[config.mk]
export PLATFORM = sky130hd
export DESIGN_NAME = inv_mix_columns_iter
export DESIGN_NICKNAME = d
export VERILOG_FILES = /design/src/rtl/aes_dec_pkg.sv /design/src/rtl/inv_mix_column32.sv /design/src/rtl/inv_mix_columns_iter.sv
export SDC_FILE = /design/constraint.sdc
export NUM_CORES = 1
export LEC_CHECK = 0
export CAP_MARGIN = 20
export CORE_MARGIN = 5
export CORE_UTILIZATION = 51
export CTS_CLUSTER_DIAMETER = 40
export CTS_CLUSTER_SIZE = 28
export DETAILED_ROUTE_END_ITERATION = 7
export PLACE_DENSITY_LB_ADDON = 0.12
export SLEW_MARGIN = 20
export SYNTH_ARGS = -nofsm -noshare
export SYNTH_HDL_FRONTEND = slang
export SYNTH_SLANG_ARGS = --single-unit
[constraint.sdc]
create_clock -name clk -period 4.4 [get_ports clk]
set_clock_uncertainty 0.15 [all_clocks]
set_input_delay 1.32 -clock clk [delete_from_list [all_inputs] [get_ports clk]]
set_output_delay 1.32 -clock clk [all_outputs]
set_load 0.1 [all_outputs]
[src/rtl/aes_dec_pkg.sv]
// Shared types and GF(2^8) helpers for the AES decryption datapath.
// Field polynomial is x^8+x^4+x^3+x+1, so a carry out of bit 7 folds back as 8'h1b.
package aes_dec_pkg;

    localparam int AES_COLS = 4;

    typedef enum logic [1:0] {
        IDLE,
        CALC,
        DONE
    } state_t;

    function automatic logic [7:0] xtime(input logic [7:0] b);
        return {b[6:0], 1'b0} ^ (b[7] ? 8'h1b : 8'h00);
    endfunction

    // The inverse coefficients all share the x^3 term, so each product is built from
    // the same xtime chain with a few XORs.
    function automatic logic [7:0] gmul09(input logic [7:0] b);
        logic [7:0] x8;
        x8 = xtime(xtime(xtime(b)));
        return x8 ^ b;
    endfunction

    function automatic logic [7:0] gmul0b(input logic [7:0] b);
        logic [7:0] x2;
        logic [7:0] x8;
        x2 = xtime(b);
        x8 = xtime(xtime(x2));
        return x8 ^ x2 ^ b;
    endfunction

    function automatic logic [7:0] gmul0d(input logic [7:0] b);
        logic [7:0] x4;
        logic [7:0] x8;
        x4 = xtime(xtime(b));
        x8 = xtime(x4);
        return x8 ^ x4 ^ b;
    endfunction

    function automatic logic [7:0] gmul0e(input logic [7:0] b);
        logic [7:0] x2;
        logic [7:0] x4;
        logic [7:0] x8;
        x2 = xtime(b);
        x4 = xtime(x2);
        x8 = xtime(x4);
        return x8 ^ x4 ^ x2;
    endfunction

endpackage

[src/rtl/inv_mix_column32.sv]
// Combinational InvMixColumns of one 32-bit column; row 0 is the most significant byte.
module inv_mix_column32
    import aes_dec_pkg::*;
(
    input  logic [31:0] col,
    output logic [31:0] res
);

    logic [7:0] a0, a1, a2, a3;

    assign a0 = col[31:24];
    assign a1 = col[23:16];
    assign a2 = col[15:8];
    assign a3 = col[7:0];

    assign res[31:24] = gmul0e(a0) ^ gmul0b(a1) ^ gmul0d(a2) ^ gmul09(a3);
    assign res[23:16] = gmul09(a0) ^ gmul0e(a1) ^ gmul0b(a2) ^ gmul0d(a3);
    assign res[15:8]  = gmul0d(a0) ^ gmul09(a1) ^ gmul0e(a2) ^ gmul0b(a3);
    assign res[7:0]   = gmul0b(a0) ^ gmul0d(a1) ^ gmul09(a2) ^ gmul0e(a3);

endmodule

[src/rtl/inv_mix_columns_iter.sv]
// Iterative AES InvMixColumns, COLS_PER_CYCLE columns per clock, valid/ready on both sides.
// Define INVMIX_ARK_EN to fuse AddRoundKey (in_state ^ round_key) ahead of the transform.
module inv_mix_columns_iter
    import aes_dec_pkg::*;
#(
    parameter int COLS_PER_CYCLE = 1
) (
    input  logic         clk,
    input  logic         rst,
    input  logic         in_valid,
    output logic         in_ready,
    input  logic [127:0] in_state,
`ifdef INVMIX_ARK_EN
    input  logic [127:0] round_key,
`endif
    output logic         out_valid,
    input  logic         out_ready,
    output logic [127:0] out_state,
    output logic         busy
);

    generate
        if (!(COLS_PER_CYCLE == 1 || COLS_PER_CYCLE == 2 || COLS_PER_CYCLE == 4)) begin : g_bad_cfg
            $error("inv_mix_columns_iter: COLS_PER_CYCLE must be 1, 2 or 4");
        end
    endgenerate

    localparam logic [1:0] CNT_STEP = 2'(COLS_PER_CYCLE);
    localparam logic [1:0] LAST_CNT = 2'(AES_COLS - COLS_PER_CYCLE);

    state_t       state;
    logic [1:0]   col_cnt;
    logic [127:0] src_reg;
    logic [127:0] src_next;
    logic [31:0]  src_cols [AES_COLS];
    logic [31:0]  out_cols [AES_COLS];
    logic [1:0]   col_idx  [COLS_PER_CYCLE];
    logic [31:0]  col_in   [COLS_PER_CYCLE];
    logic [31:0]  col_res  [COLS_PER_CYCLE];

`ifdef INVMIX_ARK_EN
    assign src_next = in_state ^ round_key;
`else
    assign src_next = in_state;
`endif

    always_comb begin
        for (int i = 0; i < AES_COLS; i++) begin
            src_cols[i] = src_reg[127 - 32*i -: 32];
        end
    end

    assign out_state = {out_cols[0], out_cols[1], out_cols[2], out_cols[3]};

    // Lane k handles column col_cnt+k; the 2-bit sum wraps, which never matters
    // because col_cnt only takes multiples of COLS_PER_CYCLE.
    for (genvar k = 0; k < COLS_PER_CYCLE; k++) begin : g_lane
        assign col_idx[k] = col_cnt + 2'(k);
        assign col_in[k]  = src_cols[col_idx[k]];

        inv_mix_column32 u_col (
            .col (col_in[k]),
            .res (col_res[k])
        );
    end

    // NOTE: all state here updates with non-blocking assignments so every register
    // samples the pre-edge values; blocking would let later lines see new values.
    always_ff @(posedge clk) begin
        if (rst) begin
            state     <= IDLE;
            col_cnt   <= '0;
            src_reg   <= '0;
            in_ready  <= 1'b1;
            out_valid <= 1'b0;
            busy      <= 1'b0;
            // NOTE: the result columns are only four registers and out_state must read
            // zero after reset, so they are cleared here unlike a true memory would be.
            for (int i = 0; i < AES_COLS; i++) begin
                out_cols[i] <= '0;
            end
        end else begin
            case (state)
                IDLE: begin
                    if (in_valid) begin
                        src_reg  <= src_next;
                        col_cnt  <= '0;
                        state    <= CALC;
                        in_ready <= 1'b0;
                        busy     <= 1'b1;
                    end
                end
                CALC: begin
                    for (int k = 0; k < COLS_PER_CYCLE; k++) begin
                        out_cols[col_idx[k]] <= col_res[k];
                    end
                    col_cnt <= col_cnt + CNT_STEP;
                    if (col_cnt == LAST_CNT) begin
                        state     <= DONE;
                        out_valid <= 1'b1;
                    end
                end
                DONE: begin
                    // Returning to IDLE only re-opens in_ready; acceptance waits a cycle.
                    if (out_ready) begin
                        state     <= IDLE;
                        out_valid <= 1'b0;
                        in_ready  <= 1'b1;
                        busy      <= 1'b0;
                    end
                end
                default: begin
                    state     <= IDLE;
                    out_valid <= 1'b0;
                    in_ready  <= 1'b1;
                    busy      <= 1'b0;
                end
            endcase
        end
    end

endmodule

==> metrics, run 1 <==
run status complete, no violations; Die Area 0.0269 sq mm; RSZ-0062 raised after global routing false; buffers added on ports 262; slowest cell on the critical path mux4_2; final setup violation count 0; number of max-cap violations 0; Peak Freq 270 MHz; Starting Density 51.8%; Routed Antenna Nets 0; met1 Use GR 30.9%; DRC 0; met2 Use GR 38.6%; Yosys top cell area share 31.7%; layout cells sized above 1 9.98%; postcts setup bufs 0; drt first-iter violations 607; Hold Slack 0.303 ns; Cells after Synth 1108; vias per cell 5.09; CTS resizes 0; CP endpoint kind register; Pre-antenna DRT Iters 4; vias in the first global route 8588; first-pass GRT wire length 47600 um; R2R cell count 7; WS Path Type reg2reg; io pins 263; Worst-Margin Slew 1.02 ns; Seq/Total Area, Yosys 54.0%; Leak 6.02 nW; CP cell instances buf_4 -> mux4_2 -> xnor3_1 -> xnor3_1 -> xor2_1 -> xnor2_1 -> nor2_1; TritonCTS clock tree done; Final Wtd Congestion 0.965; period utilization 84.1%; Critical Path Most Common Cell xnor3_1; row count 56; TritonCTS Buffers 31; Pwr Density 536 mW/mm^2; ANT cells 0; VDD IR max 0.240 mV; Netlist cell types 32; hold_buf cts 0; Worst path max stage delay 0.72 ns; fin crit period 3.70 ns; DP HPWL 23200 um; worst hold stages 2; Final Max Slew Viols 0; H-tree Lvls 1; Remaining Overflow, GRT 0; GRT Total Usage 22.9%; Worst Path Required 4.52 ns; Worst-Skew Late Latency 0.55 ns; Die Ht 164 um; clk slew on worst S/H paths 0.06 ns; Clock Tree Root clkbuf_16; crit-path max FO 16; largest net degree at the start of global routing 100; Arr. time, crit path 3.82 ns; Seq cells post-synth 263; Setup TNS 0 ns; clock buffer depth 3; Final Hold Fails 0; Synth area leader edfxtp_1; CTS sink cnt 263; Slew HR 31.9%; initial antenna violation count 0; Critical Path Start Type register; DIE WIDTH 164 um; Vias 8614; Detailed Route WL 31200 um; core area 0.0234 sq mm; post-synthesis net count 1241; wire per inst 18.4 um; Tightest Hold Check Type reg2reg; Nets 1482; Synth warnings 0; gr busiest metal met2; Layout Area Growth over Synthesis 32.8%; grt met3 use 4.22%; Area contributors post-synth edfxtp_1 32%, dfxtp_1 22%, xnor2_1 8.5%; syn_area_per_cell 10.9 sq um; synthesized cell area 0.0121 sq mm
## cell families after synthesis
logic type               after synthesis  share of synthesized area (%)
adder cells (fa/ha/maj)                1                          0.103
AO/OA/AOI/OAI                        137                           5.77
AND/OR/NAND/NOR                      405                           12.8
XOR/XNOR                             191                           18.4
buffers and inverters                 78                           2.90
multiplexers                          33                           6.03
flip-flops                           263                           54.0
## metrics by stage
step	setup slack, ns	instance area (sq um)	power [W]	util, %	instances
floorplan	0.915	12100	0.00530	-	1108
global placement	0.727	15000	0.00609	64.1	1635
detailed placement	0.667	15000	0.00610	64.1	1635
CTS	0.655	16100	0.00869	68.7	1692
global route	0.516	16100	0.00896	68.7	1692
finish	0.701	16100	0.00863	68.7	1692
## worst paths after layout
check                           slack [ns]              end       start
worst max-delay path                  0.70  out_cols[0][13]  col_cnt[1]
worst min-delay path                  0.30        out_valid   out_valid
worst max register to register        0.70  out_cols[0][13]  col_cnt[1]
worst min register to register        0.30        out_valid   out_valid
## cells in the final DEF (no fill, tap or decap), types with 2 or more instances in the layout
| cell type | Yosys | routed |
|---|---|---|
| clkinvlp_2 | 0 | 2 |
| xor2_1 | 27 | 27 |
| nor2_1 | 134 | 134 |
| edfxtp_1 | 128 | 128 |
| inv_6 | 0 | 3 |
| dfxtp_1 | 135 | 133 |
| mux4_2 | 32 | 32 |
| buf_12 | 0 | 2 |
| clkinv_2 | 0 | 2 |
| dfxtp_2 | 0 | 2 |
| buf_4 | 6 | 23 |
| xnor2_2 | 14 | 14 |
| inv_8 | 0 | 7 |
| nand2_1 | 261 | 260 |
| nand2b_1 | 5 | 2 |
| clkbuf_16 | 0 | 31 |
| clkinv_8 | 0 | 5 |
| clkinv_4 | 0 | 2 |
| clkdlybuf4s50_1 | 0 | 261 |
| xnor2_1 | 118 | 118 |
| xnor3_1 | 26 | 26 |
| nand2b_2 | 0 | 3 |
| bufinv_16 | 0 | 2 |
| xor3_1 | 3 | 3 |
| a21oi_1 | 131 | 131 |
## report_power, final
part	internal, W	switching [W]
Sequential	0.00279	0.0000804
Clock	0.00149	0.00110
Combinational	0.00109	0.00207
## cells in the mapped netlist
cell type    n
or3_1        1
xor3_1       3
ha_1         1
nand3b_1     1
buf_6        3
buf_2       11
xnor3_1     26
mux2i_1      1
nor2_1     134
xor2_4       1
xnor2_4      1
mux4_2      32
o21ai_0      1
a211oi_1     1
buf_4        6
a21oi_1    131
clkbuf_1    58
nand2b_1     5
edfxtp_1   128
a31o_2       1
nand3_1      1
o21bai_1     1
xor2_1      27
xnor2_2     14
xnor2_1    118
a22oi_1      1
nand2_1    261
and2_1       1
nor2b_1      1
a21o_1       1
xor2_2       1
dfxtp_1    135
## worst max-delay path, delay by kind of cell (launching register included)
family                    cells  cell delay, ns
xor gates and xnor gates      4            1.55
buffers and inverters         1            0.35
muxes                         1            0.72
DFF                           1            0.54
and+or+nand+nor               1            0.10
## registers in the layout, indices dropped and copies added (netlist names)
signal / flops
src_cols: 128
busy: 1
col_cnt: 2
in_ready: 1
out_valid: 1
out_cols: 128
state: 2
## final cells by class
type,instances,area (sq um)
Clock buffer,33,793
Tap cell,319,399
Sequential cell,263,6550
Clock inverter,24,288
Timing Repair Buffer,286,2830
Fill cell,1835,7320
Multi-Input combinational cell,767,5230
## layer usage
layer,share of wire (%),vias up
li1,-,4192
met1,42,4070
met2,49,305
met3,7.0,47
met4,2.0,0
met5,0,-
Power figures use the tool's default switching activity.
==> inputs of run 2 (changes only) <==
CORE_UTILIZATION = 46   (was 51)
clock period = 2.97 ns   (was 4.4 ns; I/O delays follow)
==> run 2 against run 1 <==
The run now ends with negative setup slack left. Global-route usage is 1.1 points lower. First-iteration DRC count is 12% higher. Cell count increased by 8.9%. Critical path type unchanged. Design area rose by 9.8%. Die area increased by 10%. Worst setup slack got worse by 0.79 ns. Critical endpoint is now out_cols[3][13]. Non-clock buffer count is 138 higher.
==> metrics, run 2 (synthesis results as in run 1) <==
wire per inst 18.1 um; Pint 0.00873 W; Worst-Skew Late Latency 0.54 ns; Nets 1618; Peak Freq 327 MHz; Leak 7.14 nW; Post-Layout Cell Count 1842; CP endpoint kind register; initial antenna violation count 0; Seq pwr share 30.6%; final setup violation count 36; Switching Fraction 37.2%; Pre-antenna DRT Iters 6; commonest non-fill, non-tap cell in the layout buf_4; worst hold stages 2; vias per cell 4.98; most frequent cells in the layout 262 x buf_4, 260 x nand2_1, 133 x dfxtp_1, 131 x a21oi_1, 130 x clkdlybuf4s50_1; Comb power frac 44.3%; Hold Slack 0.302 ns; reg-to-reg slack, setup -0.09 ns; H-tree Lvls 1; clock buffer depth 3; reg-to-reg startpoint col_cnt[0]; Routed Antenna Nets 0; HP Start src_cols[122]; Layout Area Growth over Synthesis 45.8%; buffers added on ports 262; drt first-iter violations 679; Worst Path Required 3.11 ns; ANT cells 0; Hold Path End src_cols[122]; first-pass GRT wire length 50100 um; Slew HR 64.7%; clk slew on worst S/H paths 0.07 ns; row count 59; violations in the final reports negative setup slack; largest net degree at the start of global routing 110; DP HPWL 24500 um; Tightest Hold Check Type reg2reg; Clock Tree Root clkbuf_16; CTS sink cnt 263; RSZ-0062 raised after global routing true; TritonCTS Buffers 29; CP cell instances buf_12 -> mux4_2 -> xnor2_2 -> buf_4 -> xnor3_2 -> xor2_2 -> xnor2_2 -> buf_4 -> nor2_1; final worst setup slack -0.0865 ns; NetSw 0.00517 W; reg-to-reg endpoint out_cols[3][13]; Starting Density 46.6%; DIE WIDTH 172 um; WS Path Type reg2reg; Arr. time, crit path 3.20 ns; R2R cell count 9; DRC 0; VDD IR max 0.557 mV; Worst path max stage delay 0.63 ns; number of max-cap violations 0; Vias 9179; core area 0.0260 sq mm; Detailed Route WL 33400 um; Worst-Margin Slew 0.526 ns; io pins 263; Final Max Slew Viols 0; vias in the first global route 9233; Die Ht 172 um; layout cells sized above 1 32.3%; crit-path max FO 8; Clock Power Share 25.1%; Placed Cells 1761; Final Wtd Congestion 0.943; run status finished with violations; Pwr Density 787 mW/mm^2; Remaining Overflow, GRT 0; slowest cell on the critical path mux4_2; Critical Path Start Type register; fin crit period 3.06 ns; Final Hold Fails 0; filler cell count 2002; Die Area 0.0297 sq mm; hold_buf cts 0; GRT Total Usage 21.7%; TritonCTS clock tree done; period utilization 103%; Setup Slack @ Placement -0.320 ns
## run 2: final cells by class
cell class | count | area (sq um) | area share, %
Clock inverter | 22 | 194 | 1.10
Tap cell | 335 | 419 | 2.37
Multi-Input combinational cell | 767 | 5990 | 33.9
Timing Repair Buffer | 424 | 3750 | 21.2
Clock buffer | 31 | 754 | 4.27
Sequential cell | 263 | 6550 | 37.1
## run 2: power groups by stage
stage | Combinational (W) | Sequential, W | Clock [W]
floorplan | 0.00230 | 0.00560 | 0
global placement | 0.00539 | 0.00434 | 0
detailed placement | 0.00542 | 0.00434 | 0
CTS | 0.00585 | 0.00427 | 0.00354
global route | 0.00646 | 0.00429 | 0.00369
finish | 0.00616 | 0.00426 | 0.00348
## run 2: layer usage
metal	vias up	wire length (um)	global-route usage, %
met3	36	2120	3.66
met4	0	647	4.44
met5	-	0	0
met2	286	16900	37.4
met1	4408	13700	29.3
li1	4449	-	-
## run 2: critical path: cells and delay by family (launching register included)
family	cells	cell delay, ns
xor+xnor	4	1.05
mux	1	0.63
buf+inv	3	0.52
simple gates	1	0.04
flops	1	0.41
## run 2: through the flow
stage | setup TNS (ns) | cell area, sq um | util [%] | power [W]
global route | -8.24 | 17700 | 68.0 | 0.0144
detailed placement | -19.52 | 15700 | 60.4 | 0.00976
global placement | -17.91 | 15700 | 60.4 | 0.00972
floorplan | -0.0632 | 12200 | - | 0.00791
finish | -1.09 | 17700 | 68.0 | 0.0139
CTS | -1.56 | 17100 | 65.9 | 0.0137
## run 2: timing repair
item                       in CTS  in global routing
setup buffers                  15                 15
setup endpoints to repair     127                117
pin swaps                      36                 41
resized for setup              60                 65
## run 2: worst max path at each step
stage,start,end,slack (ns),cells past startpoint
2_1_floorplan,col_cnt[1],out_cols[1][28],-0.02,9
3_3_place_gp,col_cnt[1],out_cols[0][13],-0.30,9
3_5_place_dp,col_cnt[1],out_cols[1][13],-0.32,9
4_1_cts,col_cnt[1],out_cols[0][6],-0.08,8
5_1_grt,col_cnt[0],out_cols[3][0],-0.15,9
6_report,col_cnt[0],out_cols[3][13],-0.09,9
